[config.mk]
export PLATFORM = sky130hd
export DESIGN_NAME = hazard_scoreboard
export DESIGN_NICKNAME = d
export VERILOG_FILES = /design/src/rtl/hazard_scoreboard_pkg.sv /design/src/rtl/hazard_scoreboard_md_occupancy_counter.sv /design/src/rtl/hazard_scoreboard.sv
export SDC_FILE = /design/constraint.sdc
export NUM_CORES = 1
export LEC_CHECK = 0
export CORE_ASPECT_RATIO = 1.4
export CORE_UTILIZATION = 51
export DETAILED_ROUTE_END_ITERATION = 10
export PLACE_DENSITY = 0.91
export RECOVER_POWER = 100
export SLEW_MARGIN = 20
export SYNTH_ARGS = -nofsm -noshare
export SYNTH_HDL_FRONTEND = slang
export SYNTH_SLANG_ARGS = --single-unit
[constraint.sdc]
create_clock -name Clk -period 5.2 [get_ports Clk]
set_clock_uncertainty 0.2 [all_clocks]
set_input_delay 1.04 -clock Clk [delete_from_list [all_inputs] [get_ports Clk]]
set_output_delay 1.04 -clock Clk [all_outputs]
set_load 0.1 [all_outputs]
[src/rtl/hazard_scoreboard_pkg.sv]
// Shared slot layout, default latencies and the one-hot destination decode
// used by the hazard scoreboard.
package hazard_scoreboard_pkg;

  localparam int unsigned GPR_N       = 32;
  localparam int unsigned DST_W       = 5;
  localparam int unsigned MUL_LAT_DEF = 4;
  localparam int unsigned DIV_LAT_DEF = 32;
  localparam int unsigned CNT_W_DEF   = 6;

  typedef struct packed {
    logic             v;
    logic [DST_W-1:0] d;
  } slot_t;

  // Pending-write mask of one slot; empty slots contribute nothing.
  function automatic logic [GPR_N-1:0] dst_mask(input slot_t s);
    return s.v ? (GPR_N'(1) << s.d) : '0;
  endfunction

endpackage

[src/rtl/hazard_scoreboard_md_occupancy_counter.sv]
// Multi-cycle MULT/DIV occupancy counter: loads the op latency on accept and
// counts down, keeping EX busy while the count is non-zero.
module md_occupancy_counter
  import hazard_scoreboard_pkg::*;
#(
  parameter int unsigned MUL_LAT = MUL_LAT_DEF,
  parameter int unsigned DIV_LAT = DIV_LAT_DEF,
  parameter int unsigned CNT_W   = CNT_W_DEF
) (
  input  logic             clk,
  input  logic             rst_n,
  input  logic             accept,
  input  logic             is_mul,
  input  logic             is_div,
  output logic [CNT_W-1:0] count,
  output logic             busy
);

  logic [CNT_W-1:0] count_nxt;

  // DIV wins when both op flags are set.
  always_comb begin
    count_nxt = count;
    if (accept && is_div) begin
      count_nxt = CNT_W'(DIV_LAT - 1);
    end else if (accept && is_mul) begin
      count_nxt = CNT_W'(MUL_LAT - 1);
    end else if (count != '0) begin
      count_nxt = count - CNT_W'(1);
    end
  end

  // busy is registered from the next count so it always equals (count != 0).
  always_ff @(posedge clk or negedge rst_n) begin
    if (!rst_n) begin
      count <= '0;
      busy  <= 1'b0;
    end else begin
      count <= count_nxt;
      busy  <= (count_nxt != '0);
    end
  end

endmodule

[src/rtl/hazard_scoreboard.sv]
// Tracks pending GPR writes in the EX/MEM/WB slots and publishes per-stage
// one-hot destination masks for the decode-stage RAW stall.
module hazard_scoreboard
  import hazard_scoreboard_pkg::*;
#(
  parameter int unsigned MUL_LAT = MUL_LAT_DEF,
  parameter int unsigned DIV_LAT = DIV_LAT_DEF,
  parameter int unsigned CNT_W   = CNT_W_DEF
) (
  input  logic             Clk,
  input  logic             Reset,
  input  logic             IssueValid,
  input  logic             IssueWb,
  input  logic [DST_W-1:0] IssueDst,
  input  logic             IssueMul,
  input  logic             IssueDiv,
  input  logic             Flush,
  output logic [GPR_N-1:0] RdEx,
  output logic [GPR_N-1:0] RdMem,
  output logic [GPR_N-1:0] RdWb,
  output logic             ExBusy,
  output logic             WbValid,
  output logic [DST_W-1:0] WbDst,
  output logic [CNT_W-1:0] MdCount
);

  slot_t ex, mem, wb;
  slot_t ex_nxt, mem_nxt;
  logic  accept_c, wr_c;

  assign accept_c = IssueValid & ~Flush & ~ExBusy;
  assign wr_c     = accept_c & IssueWb & (IssueDst != '0);

  md_occupancy_counter #(
    .MUL_LAT (MUL_LAT),
    .DIV_LAT (DIV_LAT),
    .CNT_W   (CNT_W)
  ) u_md_cnt (
    .clk    (Clk),
    .rst_n  (Reset),
    .accept (accept_c),
    .is_mul (IssueMul),
    .is_div (IssueDiv),
    .count  (MdCount),
    .busy   (ExBusy)
  );

  // While a multi-cycle op holds EX, EX freezes and MEM receives bubbles.
  always_comb begin
    ex_nxt  = ex;
    mem_nxt = ex;
    if (ExBusy) begin
      mem_nxt = '0;
    end else begin
      ex_nxt = slot_t'{v: wr_c, d: IssueDst};
    end
  end

  // Masks are registered alongside the slots from the same next-state values.
  always_ff @(posedge Clk or negedge Reset) begin
    if (!Reset) begin
      ex      <= '0;
      mem     <= '0;
      wb      <= '0;
      RdEx    <= '0;
      RdMem   <= '0;
      RdWb    <= '0;
      WbValid <= 1'b0;
      WbDst   <= '0;
    end else begin
      ex      <= ex_nxt;
      mem     <= mem_nxt;
      wb      <= mem;
      RdEx    <= dst_mask(ex_nxt);
      RdMem   <= dst_mask(mem_nxt);
      RdWb    <= dst_mask(mem);
      WbValid <= mem.v;
      WbDst   <= mem.d;
    end
  end

  logic unused_wb;
  assign unused_wb = ^wb;

endmodule

# ---- Word-level counts from Yosys, hierarchy flattened
# Index checks and enable logic that the tools add are counted.
# Widths: inputs -> output; s select.
dict set report totals {
  ff_bits 121
  output_inout_bits 109
}
dict set report classes {
  n_addsub 1
  shifts 3
  n_mux 8
  bitwise 6
  n_reduce_logical 5
}
# operator count
set op_table {}
lappend op_table {{$mux 32} 3}
lappend op_table {{$shl 1x5->32 const A} 3}
lappend op_table {{$mux 6} 5}
lappend op_table {{$reduce_bool 6->1} 2}
lappend op_table {{$sub 6x1->6 const B} 1}
lappend op_table {{$reduce_bool 5->1} 1}
lappend op_table {{$and 1x1->1} 4}
lappend op_table {{$logic_and 1x1->1} 2}
lappend op_table {{$not 1->1} 2}

# ---- Logic depth before layout (Yosys ltp)
dict set report depth {
  depth_word 8
  depth_mapped 7
  depth_no_buf 6
}

# ---- Modules after synthesis
# From an unflattened synthesis, not the netlist that was laid out.
dict set report hier_totals {
  hier_cells 384
  hier_area_um2 4663.2
}
# module n_inst cells_per_inst area_each_um2 seq_area_each_um2
set modules_own_cells {}
lappend modules_own_cells {hazard_scoreboard 1 334 4189.0 2852.7}
lappend modules_own_cells {md_occupancy_counter 1 50 474.2 175.2}

# ---- Worst setup path before layout
# OpenSTA, ideal clock, no wires.
dict set report synth_timing {
  path_type {flip-flop to flip-flop}
  start {register u_md_cnt.count[0]}
  end {register u_md_cnt.busy}
  setup_time_ps 149
  t_arrival_ps 2265
  required_ps 4851
  path_slack_ps 2586
  stages_incl_launch_ff 8
  n_path_buf 1
  path_cell_list {dfrtp_1 clkbuf_1 inv_1 ha_1 nor2_1 a31oi_1 a2111oi_0 o221ai_1}
}
dict set report synth_via {
  elab_chain_len 5
  elab_cells_between_ends 6
  cone_classes {add/sub: 1; mux: 3; reduce/logical: 2}
}
# element line_no
set synth_rtl {}
lappend synth_rtl {{start, declared} hazard_scoreboard_md_occupancy_counter.sv:15} ;# output logic [CNT_W-1:0] count,
lappend synth_rtl {{start signal, assigned} hazard_scoreboard_md_occupancy_counter.sv:39} ;# count <= count_nxt;
lappend synth_rtl {{$sub 6x1->6 or $reduce_bool 6->1 (tied branches)} {hazard_scoreboard_md_occupancy_counter.sv:29, hazard_scoreboard_md_occupancy_counter.sv:28}}
lappend synth_rtl {{$mux 6 (*)} hazard_scoreboard_md_occupancy_counter.sv:28} ;# end else if (count != '0) begin
lappend synth_rtl {{$mux 6 (*)} hazard_scoreboard_md_occupancy_counter.sv:26} ;# end else if (accept && is_mul) begin
lappend synth_rtl {{$mux 6 (*)} hazard_scoreboard_md_occupancy_counter.sv:24} ;# if (accept && is_div) begin
lappend synth_rtl {{$reduce_bool 6->1 (*)} hazard_scoreboard_md_occupancy_counter.sv:40} ;# busy <= (count_nxt != '0);
lappend synth_rtl {{end signal, assigned} hazard_scoreboard_md_occupancy_counter.sv:40}
lappend synth_rtl {{end, declared} hazard_scoreboard_md_occupancy_counter.sv:16} ;# output logic busy
# Mark *: on every way between the ends. The rest lies on a longest branch, timed or not.

# ---- Worst setup path after layout
dict set report layout_timing {
  start {register u_md_cnt.busy}
  end {output ExBusy}
}
# element line_no
set layout_rtl {}
lappend layout_rtl {{end, declared} hazard_scoreboard.sv:21} ;# output logic ExBusy,
# No word-level cell between the ends.

==> flow_summary.yaml <==
grt:
  globalRouteTotalUtil: 0.244
  grt_pass1_vias: 3147
  grt_pass1_wl_microns: 15800
  antenna_found_initial: 0
  grt_max_degree: 85
  grt_overflow: 0
power:
  ir_worst_vdd_mv: 0.491
  power_leakage_nw: 3.10
  power_density_mw_per_mm2: 498
  power_w: 0.00305
cts:
  post-cts-setup-buffers: 0
  cts.path.max_buffers: 2
  cts.clk_slew.worst_paths_ns: 0.05
  cts_tree: "done"
  clk_latency_ns: 0.41
  cts_sinks: 121
  numCtsBuffers: 17
  htreeDepth: 4
  cts_resized: 0
  root_buffer: "clkbuf_16"
  holdBufCountCts: 0
cells_and_area:
  syn_to_final_growth_pct: 41.4
  fin_area_sq_mm: 0.00614
  seqCellArea_sq_mm: 0.00303
  final_cell_mix: "dfrtp_1, dlygate4sd3_1, nor2_1, nand2_1, clkbuf_16"
  multi_input_area_sq_mm: 0.00119
  antenna_cells: 0
  drive_gt1_frac: 0.0723
  layout.nets: 499
  num-fill-cells: 529
  layout_commonest_cell: "dfrtp_1"
sta:
  timing_hold_violations_final: 0
  holdWs_ns: 0.293
  fin_setup_tns_ns: 0
  tightest_slew_ns: 1.86
  setup_viol: 0
  slew_headroom: -0.243
  clock.fmax_mhz: 255
  min_period_ns: 3.92
  finalMaxSlewViolations: 39
  fin_crit_sh: 0.753
  grt_setup_unrepaired: "no"
  final.setup.worst_slack_ns: 1.28
yosys:
  synth-simple-area-share: 0.186
  synth_area_sq_mm: 0.00434
  synth_top_cell_by_area: "dfrtp_1"
  synth_edf_count: 0
  synthFlopType: "dfrtp_1"
  synth_seq_area_share: 0.698
  ys.warnings.count: 0
  synth_area_leaders: "dfrtp_1, nor2_1, o211ai_2"
  yosysUniqueCellTypes: 47
  synth_xor_area_frac: 0.0101
  syn_nets: 375
  ys_seq_elements: 121
  synth_top_family_by_area: "simple AND/OR/NAND/NOR gates"
  synth.avg_cell_area_sq_um: 12.0
  synthesis.instances: 361
  async_reset_ff_frac: 1.00
  synth_top_area_frac: 0.698
  synthMuxAreaShare: 0.00750
  synth_fa_ha_area_frac: 0.00577
  synth_compound_area_frac: 0.0735
placement:
  hpwl_microns: 6650
  placed_area_sq_mm: 0.00561
  io_buffers: 120
  routabilityCongestion: 0.833
  dp_slack_ns: 1.77
setup_path:
  worstPathRequired_ns: 3.96
  critPathMaxStageDelay_ns: 1.31
  cp_max_fo: 34
  crit_chain: "dlygate4sd3_1"
  crit_buf_inv: 1
  arrival_ns: 2.68
  crit_path_top_delay_cell: "dlygate4sd3_1"
  ff2ff_path_depth: 4
  critical_path_class: "reg -> out"
  start_kind: "flop"
  endpoint_kind: "primary output"
  critical_path.top_delay_family: "buffers and inverters"
  cp.depth: 1
hold_path:
  min_path_type: "reg -> reg"
  holdPathStages: 0
status:
  status: "finished, violations left"
  violations: "capacitance limit, slew limit"
floorplanning:
  core_area_sq_mm: 0.00820
  start_util: 0.529
  die_h_microns: 111
  die-area_sq_mm: 0.00889
  io_pins: 121
  num_rows: 39
  die_w_microns: 80.0
drt:
  ant_nets: 0
  drt_iter0_markers: 154
  first_pass_iters: 6
  drc_errors: 0
  wirelength_microns: 9620
  vias_per_cell: 5.21
  vias: 3125
  wl_per_cell_microns: 16.0
run:
  maxCapViolations: 1
[Yosys cell counts (4+ instances only)]
library cell    n
nand2b_1       10
nand2_1        21
or3_1           4
o211ai_2        8
o21ai_0         5
dfrtp_1       121
nor3_1         11
nor2b_1        12
buf_2           4
nor2_1         93
xnor2_1         4
inv_1           4
clkbuf_1       10
nand3_1         5
[cell type report]
cell class	count	area share
Sequential cell	121	0.493
Timing Repair Buffer	121	0.197
Multi-Input combinational cell	219	0.193
Clock buffer	24	0.0818
Tap cell	102	0.0208
Clock inverter	8	0.0110
Inverter	5	0.00306
[metrics by stage]
| stage | cells | utilization |
|---|---|---|
| 2_1_floorplan | 361 | - |
| 3_3_place_gp | 568 | 0.684 |
| 3_5_place_dp | 568 | 0.684 |
| 4_1_cts | 600 | 0.754 |
| 5_1_grt | 600 | 0.749 |
| 6_report | 600 | 0.749 |
[report_power, final]
group / total (W) / internal, W / switching [W]
logic: 0.000804 / 0.000240 / 0.000564
clock network: 0.00109 / 0.000713 / 0.000375
registers: 0.00116 / 0.00102 / 0.000146
[cell families after synthesis]
family / Yosys count
multiplexers: 3
adder cells (fa/ha/maj): 2
XOR/XNOR: 5
buffers and inverters: 21
AND/OR/NAND/NOR: 173
AO/OA/AOI/OAI: 36
flip-flops: 121
[routing by layer]
layer	vias up	wire (microns)	global-route usage
met5	-	0	0
met4	0	91	0.0952
met3	8	527	0.0733
met2	113	5450	0.423
met1	1553	3550	0.277
li1	1451	-	-
[state kept, by name, summed over array words and instances (netlist names)]
name	cells
RdEx	32
RdMem	32
RdWb	32
ex	6
mem	6
u_md_cnt.count	6
WbDst	5
WbValid	1
u_md_cnt.busy	1
[worst paths after layout]
check	startpoint	to	slack, ns
hold reg to reg	mem[5]$_DFF_PN0_	WbValid$_DFF_PN0_	0.29
min in group asynchronous	Reset	RdMem[13]$_DFF_PN0_	0.46
setup reg to reg	u_md_cnt.busy$_DFF_PN0_	u_md_cnt.busy$_DFF_PN0_	2.80
max in group asynchronous	Reset	RdWb[30]$_DFF_PN0_	2.11
setup / recovery	u_md_cnt.busy$_DFF_PN0_	ExBusy	1.28
hold / removal	mem[5]$_DFF_PN0_	WbValid$_DFF_PN0_	0.29
Note: power is estimated with default switching activity, not from simulation.
